$ cat src/rtl/firebird7_in_gate1_tdr_pkg.sv
// Shared types and constants for the gate1 3-bit mux select/data TDR.
// Latency: n/a (types, constants and a helper function only).
// Backpressure: n/a.
// Optional build macro: FIREBIRD7_IN_GATE1_TDR_PARITY_EN adds a parity bit at the chain MSB.
package firebird7_in_gate1_tdr_pkg;

  localparam int TDR_DATA_W = 3;

`ifdef FIREBIRD7_IN_GATE1_TDR_PARITY_EN
  localparam int TDR_LEN = TDR_DATA_W + 2;  // {parity, sel, data}
`else
  localparam int TDR_LEN = TDR_DATA_W + 1;  // {sel, data}
`endif

  // Update-register layout; bit order matches the low TDR_DATA_W+1 chain bits.
  typedef struct packed {
    logic                  sel;
    logic [TDR_DATA_W-1:0] data;
  } tdr_upd_t;

  // Parity bit value that makes {parity, sel, data} carry an even number of ones.
  function automatic logic tdr_even_parity(input tdr_upd_t v);
    return ^v;
  endfunction

endpackage

$ cat src/rtl/firebird7_in_gate1_tessent_tdr_w3_sel.sv
// IJTAG TDR driving select/data of the gate1 3-bit IJTAG data mux; capture reads back mux data_out.
// Latency: scan out comes straight from the shift flop; update outputs change 1 cycle after the ue edge.
// Backpressure: none; ijtag_sel=0 freezes all state, ijtag_reset overrides every enable.
//
// Ports:
//   ijtag_tck        TDR clock, all state on the rising edge
//   ijtag_reset      synchronous active-high reset
//   ijtag_sel/ce/se/ue  segment select, capture, shift and update enables
//   ijtag_si/so      scan in / scan out (so = shift_q[0])
//   capture_data_in  readback of the mux data_out
//   ijtag_select     update-register select bit to the mux
//   ijtag_data_out   update-register data to the mux ijtag_data_in
//
// Build macro FIREBIRD7_IN_GATE1_TDR_PARITY_EN: chain gains an even-parity bit at its MSB;
// updates with a bad parity bit are dropped and raise a sticky error that the next capture
// reports in the parity position and then clears.
module firebird7_in_gate1_tessent_tdr_w3_sel
  import firebird7_in_gate1_tdr_pkg::*;
#(
  parameter int                DATA_W     = TDR_DATA_W,
  parameter logic [DATA_W-1:0] DATA_RESET = '0,
  parameter logic              SEL_RESET  = 1'b0
) (
  input  logic              ijtag_tck,
  input  logic              ijtag_reset,
  input  logic              ijtag_sel,
  input  logic              ijtag_ce,
  input  logic              ijtag_se,
  input  logic              ijtag_ue,
  input  logic              ijtag_si,
  output logic              ijtag_so,
  input  logic [DATA_W-1:0] capture_data_in,
  output logic              ijtag_select,
  output logic [DATA_W-1:0] ijtag_data_out
);

  // Chain length follows the package choice, rebased on this instance's data width.
  localparam int L = DATA_W + (TDR_LEN - TDR_DATA_W);

  logic [L-1:0] shift_q, shift_d;
  tdr_upd_t     upd_q, upd_d;

`ifdef FIREBIRD7_IN_GATE1_TDR_PARITY_EN
  logic         perr_q, perr_d;
  logic         par_ok;

  // Parity is judged on the pre-edge chain contents, the same value an update would load.
  assign par_ok = (shift_q[L-1] == tdr_even_parity(shift_q[DATA_W:0]));
`endif

  always_comb begin
    shift_d = shift_q;
    upd_d   = upd_q;
`ifdef FIREBIRD7_IN_GATE1_TDR_PARITY_EN
    perr_d  = perr_q;
`endif
    if (ijtag_sel) begin
      // Capture has priority over shift.
      if (ijtag_ce) begin
        shift_d[DATA_W-1:0] = capture_data_in;
        shift_d[DATA_W]     = upd_q.sel;
`ifdef FIREBIRD7_IN_GATE1_TDR_PARITY_EN
        shift_d[L-1]        = perr_q;
        perr_d              = 1'b0;
`endif
      end else if (ijtag_se) begin
        shift_d = {ijtag_si, shift_q[L-1:1]};
      end

      // Update is independent of capture/shift and always loads the pre-edge chain.
      if (ijtag_ue) begin
`ifdef FIREBIRD7_IN_GATE1_TDR_PARITY_EN
        // Evaluated after capture so a fresh error in the same cycle is not lost by the clear.
        if (par_ok) begin
          upd_d = shift_q[DATA_W:0];
        end else begin
          perr_d = 1'b1;
        end
`else
        upd_d = shift_q[DATA_W:0];
`endif
      end
    end
  end

  always_ff @(posedge ijtag_tck) begin
    if (ijtag_reset) begin
      shift_q    <= '0;
      upd_q.sel  <= SEL_RESET;
      upd_q.data <= DATA_RESET;
`ifdef FIREBIRD7_IN_GATE1_TDR_PARITY_EN
      perr_q     <= 1'b0;
`endif
    end else begin
      shift_q    <= shift_d;
      upd_q      <= upd_d;
`ifdef FIREBIRD7_IN_GATE1_TDR_PARITY_EN
      perr_q     <= perr_d;
`endif
    end
  end

  assign ijtag_so       = shift_q[0];
  assign ijtag_select   = upd_q.sel;
  assign ijtag_data_out = upd_q.data;

endmodule
$ cat config.mk
export PLATFORM = sky130hd
export DESIGN_NAME = firebird7_in_gate1_tessent_tdr_w3_sel
export DESIGN_NICKNAME = d
export VERILOG_FILES = /design/src/rtl/firebird7_in_gate1_tdr_pkg.sv /design/src/rtl/firebird7_in_gate1_tessent_tdr_w3_sel.sv
export SDC_FILE = /design/constraint.sdc
export NUM_CORES = 1
export LEC_CHECK = 0
export BUFFER_PORTS_ARGS = -buffer_cell sky130_fd_sc_hd__buf_4
export CORE_AREA = 2 2 39 41
export DETAILED_ROUTE_END_ITERATION = 8
export DIE_AREA = 0 0 41 43
export SYNTH_ARGS = -nofsm -noshare
export SYNTH_HDL_FRONTEND = slang
export SYNTH_SLANG_ARGS = --single-unit
$ cat constraint.sdc
create_clock -name ijtag_tck -period 1.3 [get_ports ijtag_tck]
set_clock_uncertainty 0.15 [all_clocks]
set_input_delay 0.13 -clock ijtag_tck [delete_from_list [all_inputs] [get_ports ijtag_tck]]
set_output_delay 0.13 -clock ijtag_tck [all_outputs]
set_load 0.05 [all_outputs]
==> qor.yml, run 1 <==
numPortBuffers: 14
initial_core_util_pct: 26.0
fin_ws_ns: 0.195
tightest_slew_ns: 0.185
routed_wl_um: 743
vias_per_cell: 4.72
vias: 321
antenna_found_initial: 0
path_cells: "buf_4"
final_util_pct: 36.6
syn2layout_area_growth_pct: 40.6
rrSetupSlack_ns: 0.39
wl_per_cell_um: 10.9
finalSetupTns_ns: 0
crit_path_max_fanout: 3
cts_root_buf: "clkbuf_4"
reg2reg_to: "shift_q[0]"
fin_crit_ns: 1.10
ys_ff_latch: 8
start_kind: "flip-flop"
critPathArrivalTime_ns: 0.82
fmax_mhz: 905
grt_pass1_vias: 278
critPathRequiredTime_ns: 1.02
die_w_um: 41
gr-usage-all-layers_pct: 10.2
crit_slowest_cell: "dfxtp_1"
row_count: 14
first_iter_violations: 4
avgSynthCellArea_um2: 10.0
power_leakage_nw: 0.208
die_y_um: 43
holdBufCountCts: 1
htreeDepth: 1
dp_slack_ns: 0.338
fillers: 149
slowest_delay_ns: 0.37
yosysWarnings: 0
r2r_cells: 2
cts_buffer_depth: 2
drive_gt1_share_pct: 50.0
min_path_type: "primary input to flip-flop"
critPathTopFamily: "flip-flops"
post_cts_buffers: 0
cts-resized-gates: 0
syn_nets: 46
p_per_area_nw_per_um2: 1120
netlist_area_um2: 360
drv_cap: 0
max_slew_margin_pct: 87.3
cp-end-kind: "output pin"
dp_hpwl_um: 580
timing.rr.start: "shift_q[1]"
pin_count: 15
place_congestion: 0.675
grt_pass1_wl_um: 1170
die_area_um2: 1760
cts_tree: "built"
diodes: 0
ys_types: 10
clk_latency_ns: 0.25
crit_cells: 1
hold_violations: 0
slew_violations: 0
worstSetupEndpoint: "ijtag_so"
drc: 0
ir_worst_vdd_v: 0.000299
overflow: 0
setup_viol: 0
critPathBufInv: 1
ant_nets: 0
total_power_uw: 565
startpoint: "shift_q[0]"
status: "finished clean"
synthCells: 36
rsz0062_at_grt: "no"
cts_buffers: 3
synth-seq-area-share_pct: 44.4
grt_max_degree: 9
nets: 64
final_area_um2: 507
placed_cell_area_um2: 474
worstSetupPathType: "flip-flop to output pin"
finalCritPeriodShare_pct: 85.0
cts_sinks: 8
core_area_um2: 1380
clk_transition_reported_paths_ns: 0.06
dr.pass1.iters: 4
[logic make-up (layout without fill, tap and decap cells)]
group / Yosys count / in the layout / share of synthesized area (%)
AO/OA/AOI/OAI: 9 / 9 / 23.6
flip-flops: 8 / 8 / 44.4
buffers and inverters: 2 / 18 / 3.12
AND/OR/NAND/NOR: 13 / 13 / 17.7
multiplexers: 4 / 4 / 11.1
[layout by cell type, fill, tap and decap left out]
cell type	instances
a211oi_2	4
clkbuf_4	3
nand2_1	5
a21oi_1	4
buf_4	14
dlygate4sd3_1	1
mux2i_1	4
nand3_1	4
dfxtp_1	8
o21a_4	1
nor2_2	4
[per-layer routing]
metal / global-route usage [%] / vias to the layer above / share of wire (%)
met4: 8.00 / 0 / 1.7
met2: 12.5 / 14 / 42
met5: 0 / - / 0
met3: 3.14 / 2 / 12
li1: - / 162 / -
met1: 13.9 / 143 / 44
[synth_stat cells]
master	instances	share of area (%)
o21a_4	1	4.2
buf_1	1	1.0
dfxtp_1	8	44
buf_4	1	2.1
nand3_1	4	5.6
a21oi_1	4	5.6
mux2i_1	4	11
a211oi_2	4	14
nor2_2	4	6.9
nand2_1	5	5.2
[sequential cells by signal, indices dropped and copies added (netlist names)]
signal / count
ijtag_select: 1
shift_q: 4
ijtag_data_out: 3
[where the power goes]
part | internal [mW] | leakage (nW) | switching (mW)
sequential | 0.259 | 0.0655 | 0.0111
clock | 0.105 | 0.0138 | 0.0795
combinational | 0.0505 | 0.129 | 0.0603
[stage by stage]
| step | hold WS (ns) | std cells |
|---|---|---|
| 6_report | 0.0312 | 68 |
| 5_1_grt | 0.0347 | 68 |
| 4_1_cts | 0.0285 | 68 |
| 3_5_place_dp | 0.230 | 64 |
| 3_3_place_gp | 0.226 | 64 |
| 2_1_floorplan | 0.140 | 36 |
[layout make-up]
cell class,count,area [um2],share of cell area [%]
well taps,16,20.0,3.95
multi-input cells,26,189,37.3
repair buffers,15,115,22.7
flip-flops and latches,8,160,31.6
clock buffers,3,22.5,4.44
[worst min-delay path by stage]
stage / from / endpoint / slack [ns] / cells past startpoint
floorplan: ijtag_sel / ijtag_data_out[1] / 0.14 / 2
global placement: ijtag_reset / shift_q[3] / 0.23 / 2
detailed placement: ijtag_reset / shift_q[1] / 0.23 / 2
CTS: ijtag_ue / ijtag_select / 0.03 / 3
global route: ijtag_ue / ijtag_select / 0.03 / 3
finish: ijtag_ue / ijtag_select / 0.03 / 3
Power figures use the tool's default switching activity.
==> run 2: changes to the inputs <==
==> constraint.sdc (replaced) <==
create_clock -name ijtag_tck -period 0.88 [get_ports ijtag_tck]
set_clock_uncertainty 0.15 [all_clocks]
set_input_delay 0.088 -clock ijtag_tck [delete_from_list [all_inputs] [get_ports ijtag_tck]]
set_output_delay 0.088 -clock ijtag_tck [all_outputs]
set_load 0.05 [all_outputs]
==> run 2 against run 1 <==
The flow now finishes with violations (hold timing, setup timing). Wire length up 23%. Sequential power up 46%. Highest routed layer unchanged. Hold slack worse by 0.13 ns. Critical path depth unchanged. Die area unchanged. Core utilization up 7.3 points.
==> qor.yml, run 2 (synthesized netlist as in run 1, its figures left out) <==
die_w_um: 41  # unchanged
dr.pass1.iters: 3  # -1
vias: 325  # +1.2%
wl_met2_um: 492  # +57%
path_cells: "buf_8"
cts_buffer_depth: 2  # unchanged
setup_viol: 6  # +6
seq_area_um2: 183  # +14%
routed_wl_um: 911  # +23%
met1Wirelength_um: 361  # +10%
p_per_area_nw_per_um2: 1510  # +35%
initial_core_util_pct: 26.0  # unchanged
top_layer: "met4"
cp-end-kind: "output pin"
cts_root_buf: "clkbuf_4"
tightest_slew_ns: 0.186  # +0.00186 ns
fillers: 137  # -8.1%
grt_pass1_wl_um: 1370  # +17%
multi_input_area_um2: 198  # +4.6%
pin_count: 15  # unchanged
syn2layout_area_growth_pct: 68.7
layout_common_cells: "buf_4 (10), nand2_1 (5), dfxtp_4 (5), buf_8 (5)"
gr-usage-all-layers_pct: 12.9  # +2.7 points
cts_tree: "built"
min_path_type: "primary input to flip-flop"
worstSetupPathType: "flip-flop to output pin"
met3WireLength_um: 42  # -52%
largest_reg_flops: 4  # unchanged
rsz0062_at_grt: "yes"
diodes: 0  # unchanged
instances_no_fill: 71  # +4.4%
hold_slack_ns: -0.0958  # -0.127 ns
drive_gt1_share_pct: 69.1  # +19 points
clk_latency_ns: 0.26  # about the same
fmax_mhz: 996
cts_buffers: 3  # unchanged
ir_worst_vdd_v: 0.000606  # +100%
die_y_um: 43  # unchanged
clk_transition_reported_paths_ns: 0.06  # about the same
place_congestion: 0.661  # -2.1%
drc: 0  # unchanged
antenna_found_initial: 0  # unchanged
cts_sinks: 8  # unchanged
nets: 66  # +3.1%
numPortBuffers: 14  # unchanged
finalCritPeriodShare_pct: 114
overflow: 0  # unchanged
dp_hpwl_um: 589  # +1.5%
htreeDepth: 1  # unchanged
fin_ws_ns: -0.124  # -0.319 ns
hold_violations: 8  # +8
crit_slowest_cell: "dfxtp_4"
dp.cells: 66  # +3.1%
slew_violations: 0  # unchanged
grt_max_degree: 9  # unchanged
drv_cap: 0  # unchanged
crit_path_max_fanout: 2  # -1
max_slew_margin_pct: 87.2  # -0.13 points
status: "finished with violations"
core_area_um2: 1380  # unchanged
power_leakage_nw: 0.241  # +16%
slowest_delay_ns: 0.36  # about the same
critPathTopFamily: "flip-flops"
critPathRequiredTime_ns: 0.64  # -0.38 ns
violations: "hold timing, setup timing"
die_area_um2: 1760  # unchanged
first_iter_violations: 6  # +2
critPathBufInv: 1  # unchanged
start_kind: "flip-flop"
wl_per_cell_um: 12.8  # +17%
placed_cell_area_um2: 520  # +9.8%
mostFrequentLayoutCell: "buf_4"
final_area_um2: 608  # +20%
row_count: 14  # unchanged
grt_pass1_vias: 317  # +14%
largest_register: "shift_q"
fin_crit_ns: 1.00
vias_per_cell: 4.58  # -3.0%
total_power_uw: 918  # +62%
critPathArrivalTime_ns: 0.77  # -0.05 ns
ant_nets: 0  # unchanged
[run 2: cell count changes in the layout (fill, tap and decap cells not counted), sizes merged]
cell | previous run | this run
buf | 14 | 17
clkbuf | 3 | 4
dlygate4sd3 | 1 | 0
[run 2: metrics by stage]
stage	setup WS (ns)	hold WS [ns]	setup TNS (ns)	utilization (%)
floorplan	-0.0345	0.0877	-0.0391	-
finish	-0.124	-0.0958	-0.603	43.9
CTS	-0.134	-0.105	-0.672	43.3
detailed placement	-0.0462	0.176	-0.142	37.6
global placement	-0.0388	0.179	-0.106	37.6
global route	-0.162	-0.105	-0.880	43.9
[run 2: layout make-up]
type,count,area share (%)
repair buffers,17,29.8
clock buffers,4,4.32
well taps,16,3.29
multi-input cells,26,32.5
flip-flops and latches,8,30.0
[run 2: layer usage]
layer / track usage, % / vias to the layer above
met1: 12.6 / 149
met2: 19.4 / 8
li1: - / 166
met5: 0 / -
met3: 6.28 / 2
met4: 10.0 / 0
[run 2: path summary, 6_finish.rpt]
| check | start | end | slack (ns) | cells past startpoint |
|---|---|---|---|---|
| worst max-delay path | ijtag_data_out[1] | ijtag_data_out[1] | -0.12 | 1 |
| worst min-delay path | ijtag_reset | ijtag_data_out[1] | -0.1 | 2 |
| worst max register to register | ijtag_select | shift_q[3] | -0.03 | 2 |
| worst min register to register | shift_q[3] | ijtag_select | 0.32 | 2 |
[run 2: what timing repair did]
action,in CTS,in global routing
resized for setup,13,3
pin swaps,1,2
endpoints found under the hold margin,8,8
setup buffers,1,0
endpoints found under the setup margin,8,11
[run 2: power breakdown]
part / switching [mW] / internal [mW] / leakage [nW]
clock network: 0.144 / 0.175 / 0.0150
registers: 0.0180 / 0.375 / 0.0703
logic: 0.101 / 0.105 / 0.156
